**config.mk**
```make
export PLATFORM = sky130hd
export DESIGN_NAME = mat_result_unloader_flat
export DESIGN_NICKNAME = d
export VERILOG_FILES = /design/src/rtl/mat_result_unloader_if.sv /design/src/rtl/mat_result_unloader.sv /design/src/flat_wrapper.sv
export SDC_FILE = /design/constraint.sdc
export NUM_CORES = 1
export LEC_CHECK = 0
export BUFFER_PORTS_ARGS = -buffer_cell sky130_fd_sc_hd__buf_2
export CAP_MARGIN = 0
export CORE_MARGIN = 8
export CORE_UTILIZATION = 49
export DETAILED_ROUTE_END_ITERATION = 10
export PLACE_DENSITY_LB_ADDON = 0.2
export SLEW_MARGIN = 20
export SYNTH_ARGS = -nofsm -noshare
export SYNTH_HDL_FRONTEND = slang
export SYNTH_SLANG_ARGS = --single-unit
```
**constraint.sdc**
```tcl
create_clock -name clk -period 3.2 [get_ports clk]
set_clock_uncertainty 0.15 [all_clocks]
set_input_delay 0.16 -clock clk [delete_from_list [all_inputs] [get_ports clk]]
set_output_delay 0.16 -clock clk [all_outputs]
set_load 0.005 [all_outputs]
```
**src/rtl/mat_result_unloader_if.sv**
```systemverilog
// Bus bundle between the result unloader, the result RAM and the stream consumer.
// master: the unloader's own view. slave: the RAM/consumer side.
interface mat_result_unloader_if #(
   parameter int WORD_LEN  = 16,
   parameter int ADDR_BITS = 7
);
   logic                 start;
   logic                 busy;
   logic                 done;
   logic                 rd_en;
   logic [ADDR_BITS-1:0] rd_addr;
   logic [WORD_LEN-1:0]  rd_data_real;
   logic [WORD_LEN-1:0]  rd_data_imag;
   logic [WORD_LEN-1:0]  out_data;
   logic                 out_valid;
   logic                 out_ready;
   logic                 out_is_imag;
   logic                 out_last;

   modport master (
      input  start, rd_data_real, rd_data_imag, out_ready,
      output busy, done, rd_en, rd_addr, out_data, out_valid, out_is_imag, out_last
   );

   modport slave (
      output start, rd_data_real, rd_data_imag, out_ready,
      input  busy, done, rd_en, rd_addr, out_data, out_valid, out_is_imag, out_last
   );
endinterface

```
**src/rtl/mat_result_unloader.sv**
```systemverilog
// Result matrix unloader: reads all real words (addr 0..N-1), then all imaginary
// words (addr 0..N-1) from a 1-cycle-latency RAM and streams them over valid/ready
// through a 2-entry skid FIFO.
module mat_result_unloader #(
   parameter int WORD_LEN   = 16,
   parameter int MATRIX_DIM = 8,
   parameter int ADDR_BITS  = 7
) (
   input  logic                  clk,
   input  logic                  rst,
   mat_result_unloader_if.master bus
);
   localparam int                   N         = MATRIX_DIM * MATRIX_DIM;
   localparam logic [ADDR_BITS-1:0] LAST_ADDR = ADDR_BITS'(N - 1);
   localparam logic [ADDR_BITS:0]   LAST_WORD = (ADDR_BITS + 1)'(2 * N - 1);

   localparam logic [1:0] S_IDLE       = 2'd0;
   localparam logic [1:0] S_STREAM     = 2'd1;
   localparam logic [1:0] S_FLUSH_DONE = 2'd2;

   logic [1:0]           r_state;
   logic [ADDR_BITS-1:0] r_rd_addr;
   logic                 r_pass_imag;
   logic                 r_issue_done;
   logic                 r_inflight;
   logic                 r_inflight_imag;
   logic [WORD_LEN-1:0]  r_fifo_data [2];
   logic                 r_fifo_imag [2];
   logic                 r_wr_ptr;
   logic                 r_rd_ptr;
   logic [1:0]           r_count;
   logic [ADDR_BITS:0]   r_word_cnt;

   logic                 w_valid;
   logic                 w_pop;
   logic                 w_push;
   logic                 w_issue;
   logic                 w_start_ok;
   logic                 w_stream_end;
   logic [2:0]           w_pending;
   logic [WORD_LEN-1:0]  w_push_data;

   assign w_valid      = (r_count != 2'd0);
   assign w_pop        = w_valid && bus.out_ready;
   assign w_push       = r_inflight;
   assign w_push_data  = r_inflight_imag ? bus.rd_data_imag : bus.rd_data_real;
   assign w_start_ok   = (r_state == S_IDLE) && bus.start;
   assign w_stream_end = w_pop && (r_word_cnt == LAST_WORD);

   // A word leaving this cycle frees its slot in time for a new read, which is
   // what allows one word per cycle while never exceeding two outstanding words.
   assign w_pending = {1'b0, r_count} + {2'b00, r_inflight} - {2'b00, w_pop};
   assign w_issue   = (r_state == S_STREAM) && !r_issue_done && (w_pending < 3'd2);

   assign bus.busy        = (r_state == S_STREAM);
   assign bus.done        = (r_state == S_FLUSH_DONE);
   assign bus.rd_en       = w_issue;
   assign bus.rd_addr     = r_rd_addr;
   assign bus.out_valid   = w_valid;
   assign bus.out_data    = r_fifo_data[r_rd_ptr];
   assign bus.out_is_imag = w_valid && r_fifo_imag[r_rd_ptr];
   assign bus.out_last    = w_valid && (r_word_cnt == LAST_WORD);

   // Control FSM: idle -> stream until the last handshake -> one done cycle.
   always_ff @(posedge clk or negedge rst) begin
      if (!rst) begin
         r_state <= S_IDLE;
      end else begin
         case (r_state)
            S_IDLE:       if (bus.start) r_state <= S_STREAM;
            S_STREAM:     if (w_stream_end) r_state <= S_FLUSH_DONE;
            S_FLUSH_DONE: r_state <= S_IDLE;
            default:      r_state <= S_IDLE;
         endcase
      end
   end

   // Read address generator: REAL pass, wrap to IMAG pass, stop after IMAG N-1.
   always_ff @(posedge clk or negedge rst) begin
      if (!rst) begin
         r_rd_addr    <= '0;
         r_pass_imag  <= 1'b0;
         r_issue_done <= 1'b0;
      end else if (w_start_ok) begin
         r_rd_addr    <= '0;
         r_pass_imag  <= 1'b0;
         r_issue_done <= 1'b0;
      end else if (w_issue) begin
         if (r_rd_addr == LAST_ADDR) begin
            r_rd_addr <= '0;
            if (r_pass_imag) r_issue_done <= 1'b1;
            else             r_pass_imag  <= 1'b1;
         end else begin
            r_rd_addr <= r_rd_addr + ADDR_BITS'(1);
         end
      end
   end

   // Track the read in flight and latch which RAM half it must be taken from.
   always_ff @(posedge clk or negedge rst) begin
      if (!rst) begin
         r_inflight      <= 1'b0;
         r_inflight_imag <= 1'b0;
      end else begin
         r_inflight      <= w_issue;
         r_inflight_imag <= r_pass_imag;
      end
   end

   // Skid FIFO storage: returning RAM data is written with its pass tag.
   for (genvar gi = 0; gi < 2; gi++) begin : g_fifo
      always_ff @(posedge clk or negedge rst) begin
         if (!rst) begin
            r_fifo_data[gi] <= '0;
            r_fifo_imag[gi] <= 1'b0;
         end else if (w_push && (r_wr_ptr == 1'(gi))) begin
            r_fifo_data[gi] <= w_push_data;
            r_fifo_imag[gi] <= r_inflight_imag;
         end
      end
   end

   // Skid FIFO pointers and occupancy; push+pop together leaves occupancy unchanged.
   always_ff @(posedge clk or negedge rst) begin
      if (!rst) begin
         r_wr_ptr <= 1'b0;
         r_rd_ptr <= 1'b0;
         r_count  <= 2'd0;
      end else begin
         if (w_push) r_wr_ptr <= ~r_wr_ptr;
         if (w_pop)  r_rd_ptr <= ~r_rd_ptr;
         case ({w_push, w_pop})
            2'b10:   r_count <= r_count + 2'd1;
            2'b01:   r_count <= r_count - 2'd1;
            default: r_count <= r_count;
         endcase
      end
   end

   // Handshake counter: index of the word currently at the FIFO head.
   always_ff @(posedge clk or negedge rst) begin
      if (!rst) begin
         r_word_cnt <= '0;
      end else if (w_start_ok) begin
         r_word_cnt <= '0;
      end else if (w_pop) begin
         r_word_cnt <= r_word_cnt + (ADDR_BITS + 1)'(1);
      end
   end
endmodule

```
**src/flat_wrapper.sv**
```systemverilog
// flat-port wrapper written by rule: the top's interface ports become plain ports
module mat_result_unloader_flat 
#(
   parameter int WORD_LEN   = 16,
   parameter int MATRIX_DIM = 8,
   parameter int ADDR_BITS  = 7
)
  (clk, rst, bus_start, bus_rd_data_real, bus_rd_data_imag, bus_out_ready, bus_busy, bus_done, bus_rd_en, bus_rd_addr, bus_out_data, bus_out_valid, bus_out_is_imag, bus_out_last);
  mat_result_unloader_if #(.WORD_LEN(WORD_LEN), .ADDR_BITS(ADDR_BITS)) bus_i ();
  input  logic clk;
  input  logic rst;
  input wire logic [$bits(bus_i.start)-1:0] bus_start;
  input wire logic [$bits(bus_i.rd_data_real)-1:0] bus_rd_data_real;
  input wire logic [$bits(bus_i.rd_data_imag)-1:0] bus_rd_data_imag;
  input wire logic [$bits(bus_i.out_ready)-1:0] bus_out_ready;
  output wire logic [$bits(bus_i.busy)-1:0] bus_busy;
  output wire logic [$bits(bus_i.done)-1:0] bus_done;
  output wire logic [$bits(bus_i.rd_en)-1:0] bus_rd_en;
  output wire logic [$bits(bus_i.rd_addr)-1:0] bus_rd_addr;
  output wire logic [$bits(bus_i.out_data)-1:0] bus_out_data;
  output wire logic [$bits(bus_i.out_valid)-1:0] bus_out_valid;
  output wire logic [$bits(bus_i.out_is_imag)-1:0] bus_out_is_imag;
  output wire logic [$bits(bus_i.out_last)-1:0] bus_out_last;
  assign bus_i.start = bus_start;
  assign bus_i.rd_data_real = bus_rd_data_real;
  assign bus_i.rd_data_imag = bus_rd_data_imag;
  assign bus_i.out_ready = bus_out_ready;
  assign bus_busy = bus_i.busy;
  assign bus_done = bus_i.done;
  assign bus_rd_en = bus_i.rd_en;
  assign bus_rd_addr = bus_i.rd_addr;
  assign bus_out_data = bus_i.out_data;
  assign bus_out_valid = bus_i.out_valid;
  assign bus_out_is_imag = bus_i.out_is_imag;
  assign bus_out_last = bus_i.out_last;
  mat_result_unloader #(.WORD_LEN(WORD_LEN), .MATRIX_DIM(MATRIX_DIM), .ADDR_BITS(ADDR_BITS)) u_core (.clk(clk), .rst(rst), .bus(bus_i));
endmodule
```
# == Word level (Yosys, flattened, before mapping) ==
# Index checks and enable logic that the tools add are counted.
# word_totals
reg_bits,59
latch_bits,0
ram_bits,0
rom_bits,0
out_inout_bits,29
wordCells,76
mem_count,0
# op_classes
add_sub_neg,6
n_mul,0
div,0
magnitude_cmp,2
eq_ne,8
shifts,0
muxes,23
bitwise,3
reduce_logical,20
# ops
operator,n
$mux W16,4
$mux W7,3
$mux W8,2
$reduce_bool A2 Y1,6
$mux W1,10
$logic_and A1 B1 Y1,9
$add A8 B1 Y8 const B,1
$eq A8 B7 Y1 const B,1
$pmux W2 S2,2
$add A7 B1 Y7 const B,1
$eq A7 B6 Y1 const B,1
$eq A2 B1 Y1 const B,2
$eq A2 B2 Y1 const B,2
$mux W2,2
$reduce_and A2 Y1,2
$add A2 B1 Y3,1
$lt A3 B2 Y1 const B,1
$reduce_and A3 Y1,1
$sub A3 B1 Y3,1
$add A2 B1 Y2 const B,1
$ge A2 B2 Y1 const B,1
$logic_not A2 Y1,1
$ne A2 B1 Y1 const B,1
$ne A2 B2 Y1 const B,1
other kinds (4),5

# == Logic depth before layout (Yosys ltp) ==
# depth
depth_word,7
depth_mapped,10
mapped_depth_nobuf,8

# == Worst setup path before layout ==
# No wires, ideal clock.
# synth_timing
kind,flip-flop to flip-flop
startpoint,reg u_core.r_count[0]
endpoint,reg u_core.r_rd_addr[5] (netlist: u_core.bus.rd_addr[5])
setup_ns,0.069
t_arrival_ns,2.519
required_ns,2.981
path_slack_ns,0.463
path_stages_with_launch,10
path_cell_list,dfrtp_1 clkbuf_1 o21ai_1 nor2_1 fa_1 xor2_1 or4b_1 buf_2 or3_1 nand3_1
# synth_via
elab_chain_len,6
elab_cells_between_ends,7
# synth_rtl
item,line,source
from (decl),mat_result_unloader.sv:31,logic [1:0] r_count;
from (signal assigned),mat_result_unloader.sv:133,2'b10: r_count <= r_count + 2'd1;
from (signal assigned),mat_result_unloader.sv:134,2'b01: r_count <= r_count - 2'd1;
from (signal assigned),mat_result_unloader.sv:135,default: r_count <= r_count;
"parallel branches: the longest is 2 deep, another holds $add A2 B1 Y3",n/a,
$sub A3 B1 Y3 *,mat_result_unloader.sv:52,"assign w_pending = {1'b0, r_count} + {2'b00, r_inflight} - {2'b00, w_pop};"
$lt A3 B2 Y1 *,mat_result_unloader.sv:53,assign w_issue = (r_state == S_STREAM) && !r_issue_done && (w_pending < 3'd2);
$logic_and A1 B1 Y1 *,mat_result_unloader.sv:53,
$reduce_bool A2 Y1 (no line) *,n/a,
to (signal assigned),mat_result_unloader.sv:94,r_rd_addr <= r_rd_addr + ADDR_BITS'(1);
to (decl),mat_result_unloader.sv:22,logic [ADDR_BITS-1:0] r_rd_addr;
# Mark *: on every way between the ends.
# A chain may end at the register's enable or synchronous reset.

# == Worst setup path in the final report ==
# layout_timing
startpoint,reg u_core.r_inflight
endpoint,out bus_rd_en
# layout_via
elab_chain_len,4
# layout_rtl
item,line,source
from (decl),mat_result_unloader.sv:25,logic r_inflight;
from (signal assigned),mat_result_unloader.sv:105,r_inflight <= w_issue;
$add A2 B1 Y3,mat_result_unloader.sv:52,
$sub A3 B1 Y3,mat_result_unloader.sv:52,
$lt A3 B2 Y1,mat_result_unloader.sv:53,
$logic_and A1 B1 Y1,mat_result_unloader.sv:53,
to (decl),flat_wrapper.sv:18,output wire logic [$bits(bus_i.rd_en)-1:0] bus_rd_en;
# Every way passes these cells.

==> summary.md <==
| Metric | Value |
|---|---|
| Per-cell routed wire length | `14.1 microns` |
| Most frequent cells in the layout | `buf_2 (64), dfrtp_1 (58), nor2_1 (30), nand2_1 (25), dlygate4sd3_1 (24)` |
| Placed cell areas | `between 3000 and 4000 sq um` |
| Max Cap Viol | `0` |
| CTS max path bufs | `2` |
| Syn nets | `just over 300` |
| Slowest cell on crit path | `or4b_1` |
| Post-synthesis to final-layout area growth | `29.6%` |
| Vias | `approximately 2200` |
| Synth Instances | `about 270` |
| Residual DRC | `0` |
| Root buffer cell | `clkbuf_8` |
| Leakage | `~0.0016 uW` |
| Routed Antenna Nets | `0` |
| Final #Nets | `~400` |
| Unique cell type count in the Yosys netlist | `36` |
| Sw frac | `roughly 36%` |
| PortBufs | `64` |
| Post-route cell area | `~3600 sq um` |
| Critical Path End Type | `output pin` |
| Mapped Area | `about 2800 sq um` |
| Global route overflow | `0` |
| Synth Register Bits | `a little under 60` |
| 1st-pass router iterations | `5` |
| Final max-slew violation count | `0` |
| Crit-path max cell delay | `about 630 ps` |
| Final period util | `93.8%` |
| Starting density of the core | `between 50% and 60%` |
| Non-Filler Instances | `around 430` |
| Logic pwr share | `approximately 39%` |
| Peak supply drop | `about 0.00060 V` |
| Die area | `between 8000 and 9000 sq um` |
| WP data arrival | `~2700 ps` |
| Clk pwr share | `roughly a fifth` |
| Worst-Margin Slew | `between 900 and 1000 ps` |
| First-pass GRT wire length | `roughly 11000 microns` |
| Hold Violations, Final | `0` |
| Min cycle time layout | `approximately 3000 ps` |
| Placed Instances | `a little under 400` |
| Seq/Total Area, Yosys | `53.3%` |
| Net Sw Power | `1210 uW` |
| Asr flop ratio synth | `between 90% and 100%` |
| Achievable Freq | `between 300 and 400 MHz` |
| Commonest non-fill, non-tap cell in the layout | `buf_2` |
| Share of layout cells above drive strength 1 | `between 20% and 30%` |
| Syn. warnings | `0` |
| Core area | `about 5500 sq um` |
| Std cell rows | `27` |
| Global Route Usage Sum | `between 10% and 20%` |
| Synth top area share | `a little over half` |
| Yosys top cell by area | `dfrtp_1` |
| # IOs | `65` |
| Dpl hpwl | `~4200 microns` |
| Number of CTS-inserted buffers | `9` |
| Final WL | `approximately 6100 microns` |
| Cells along the critical path | `nor2b_1 -> o21ai_0 -> fa_1 -> xor2_1 -> or4b_1 -> inv_2 -> buf_2` |
| Setup tns final | `0 ps` |
| CP startpoint kind | `flop` |
| Largest net degree at the start of global routing | `39` |
| Clk slew on worst S/H paths | `approximately 60 ps` |
| Seq pwr share | `between 40% and 50%` |
| Die Height | `about 90 microns` |
| Initial antenna violation count | `0` |
| Syn_area_per_cell | `a little over 10 sq um` |
| Clock Sinks | `59` |
| Relative slew slack | `36.3%` |
| Outcome | `finished clean` |
| Dominant synthesized flop cell | `dfrtp_1` |
| Diodes inserted | `0` |
| Internal | `2180 uW` |
| Final setup fails | `0` |
| Post-synth EDFFs | `0` |
| Vias in the first global route | `2270` |
| Worst-Skew Late Latency | `approximately 330 ps` |
| Maximum net fanout on the critical path | `8` |
| Vias per std cell | `about 5` |
| Final Power | `around 3400 uW` |
| Hold Crit Class | `in -> reg` |
| Crit Path Class | `reg -> out` |
| Largest cells by area after synthesis | `dfrtp_1 (53%), mux2_2 (7.3%), mux2i_1 (6.9%)` |
| RSZ-0062 raised after global routing | `no` |
| Htree depth | `3` |
| Drt initial violations | `58` |
| PwrDens | `about 940 nW/um^2` |
| Final core occ | `between 60% and 70%` |
| Global placement routability congestion | `0.781` |
| CTS tree | `done` |
| Crit path required time | `2890 ps` |
| Die Width | `91.2 microns` |
## critical path: cells and delay by family (launching register included)
| family | cells | cell delay (ps) |
|---|---|---|
| flip-flops | 1 | 440 |
| XOR/XNOR | 1 | 150 |
| AND/OR/NAND/NOR | 2 | 870 |
| buffers and inverters | 2 | 320 |
| adder cells (fa/ha/maj) | 1 | 420 |
| AO/OA/AOI/OAI | 1 | 160 |
## repair_timing
| action | CTS | global route |
|---|---|---|
| hold buffers | 24 | 0 |
| endpoints found under the hold margin | 53 | 0 |
| gates resized for setup | 0 | 1 |
| setup buffers | 0 | 0 |
| endpoints found under the setup margin | 0 | 1 |
## power groups by stage
stage | Clock, uW | Combinational, uW | Sequential, uW
3_3_place_gp | 0 | 1280 | 1360
2_1_floorplan | 0 | 1010 | 1230
5_1_grt | 749 | 1510 | 1420
4_1_cts | 716 | 1350 | 1370
6_report | 691 | 1330 | 1370
3_5_place_dp | 0 | 1300 | 1380
## state kept, by name, indices dropped and copies added, names as in the netlist
signal                  count
u_core.r_fifo_data         32
u_core.r_word_cnt           8
u_core.r_inflight           1
u_core.r_issue_done         1
u_core.r_inflight_imag      1
u_core.r_pass_imag          1
u_core.bus.rd_addr          7
u_core.r_wr_ptr             1
u_core.r_state              2
u_core.r_count              2
u_core.r_fifo_imag          2
u_core.r_rd_ptr             1
## final timing paths
kind	slack [ps]	cells after the start	start	end
setup reg to reg	490	7	u_core.r_inflight$_DFF_PN0_	u_core.bus.rd_addr[5]$_DFFE_PN0P_
hold reg to reg	270	0	u_core.r_pass_imag$_DFFE_PN0P_	u_core.r_inflight_imag$_DFF_PN0_
hold / removal	10	3	bus_rd_data_imag[0]	u_core.r_fifo_data[0]$_DFFE_PN0P_
min in group asynchronous	310	2	rst	u_core.r_fifo_data[20]$_DFFE_PN0P_
max in group asynchronous	1770	3	rst	u_core.r_inflight$_DFF_PN0_
setup / recovery	200	7	u_core.r_inflight$_DFF_PN0_	bus_rd_en
## cell usage after synthesis, types with 4 or more instances
library cell,instances
o21ai_0,21
a21oi_1,22
xor2_1,4
nor2_1,30
dfrtp_1,59
mux2_2,18
nand3_1,9
nand2_1,25
xnor2_1,6
mux2i_1,19
clkbuf_1,12
nor3_1,5
## metal layers
layer | share of wire, % | GRT usage (%) | vias up
met5 | 0 | 0 | -
met4 | 1.2 | 4.91 | 0
met3 | 5.2 | 5.60 | 8
met2 | 49 | 26.4 | 47
met1 | 45 | 18.4 | 1050
li1 | - | - | 1098
## area by class of cell
cell class	instances	area [sq um]
Fill cell	468	1880
Sequential cell	59	1480
Multi-Input combinational cell	189	1210
Timing Repair Buffer	93	598
Clock buffer	15	176
Tap cell	72	90.1
Clock inverter	1	30.0
Inverter	3	11.3
## metrics by stage
stage               hold WS [ps]  setup slack (ps)
finish                      11.0               198
global route                28.9              12.9
CTS                         1.90              89.3
detailed placement           151               458
global placement             156               551
floorplan                   -286               463
## cells by family after synthesis
kind of cell | count (synthesis) | synth area share [%]
AOI/OAI and AO/OA | 50 | 9.67
muxes | 37 | 14.2
and+or+nand+nor | 89 | 14.9
xor gates and xnor gates | 10 | 3.16
DFF | 59 | 53.3
adders and majority gates | 3 | 1.63
buffers and inverters | 20 | 3.12
Note: power is estimated with default switching activity, not from simulation.
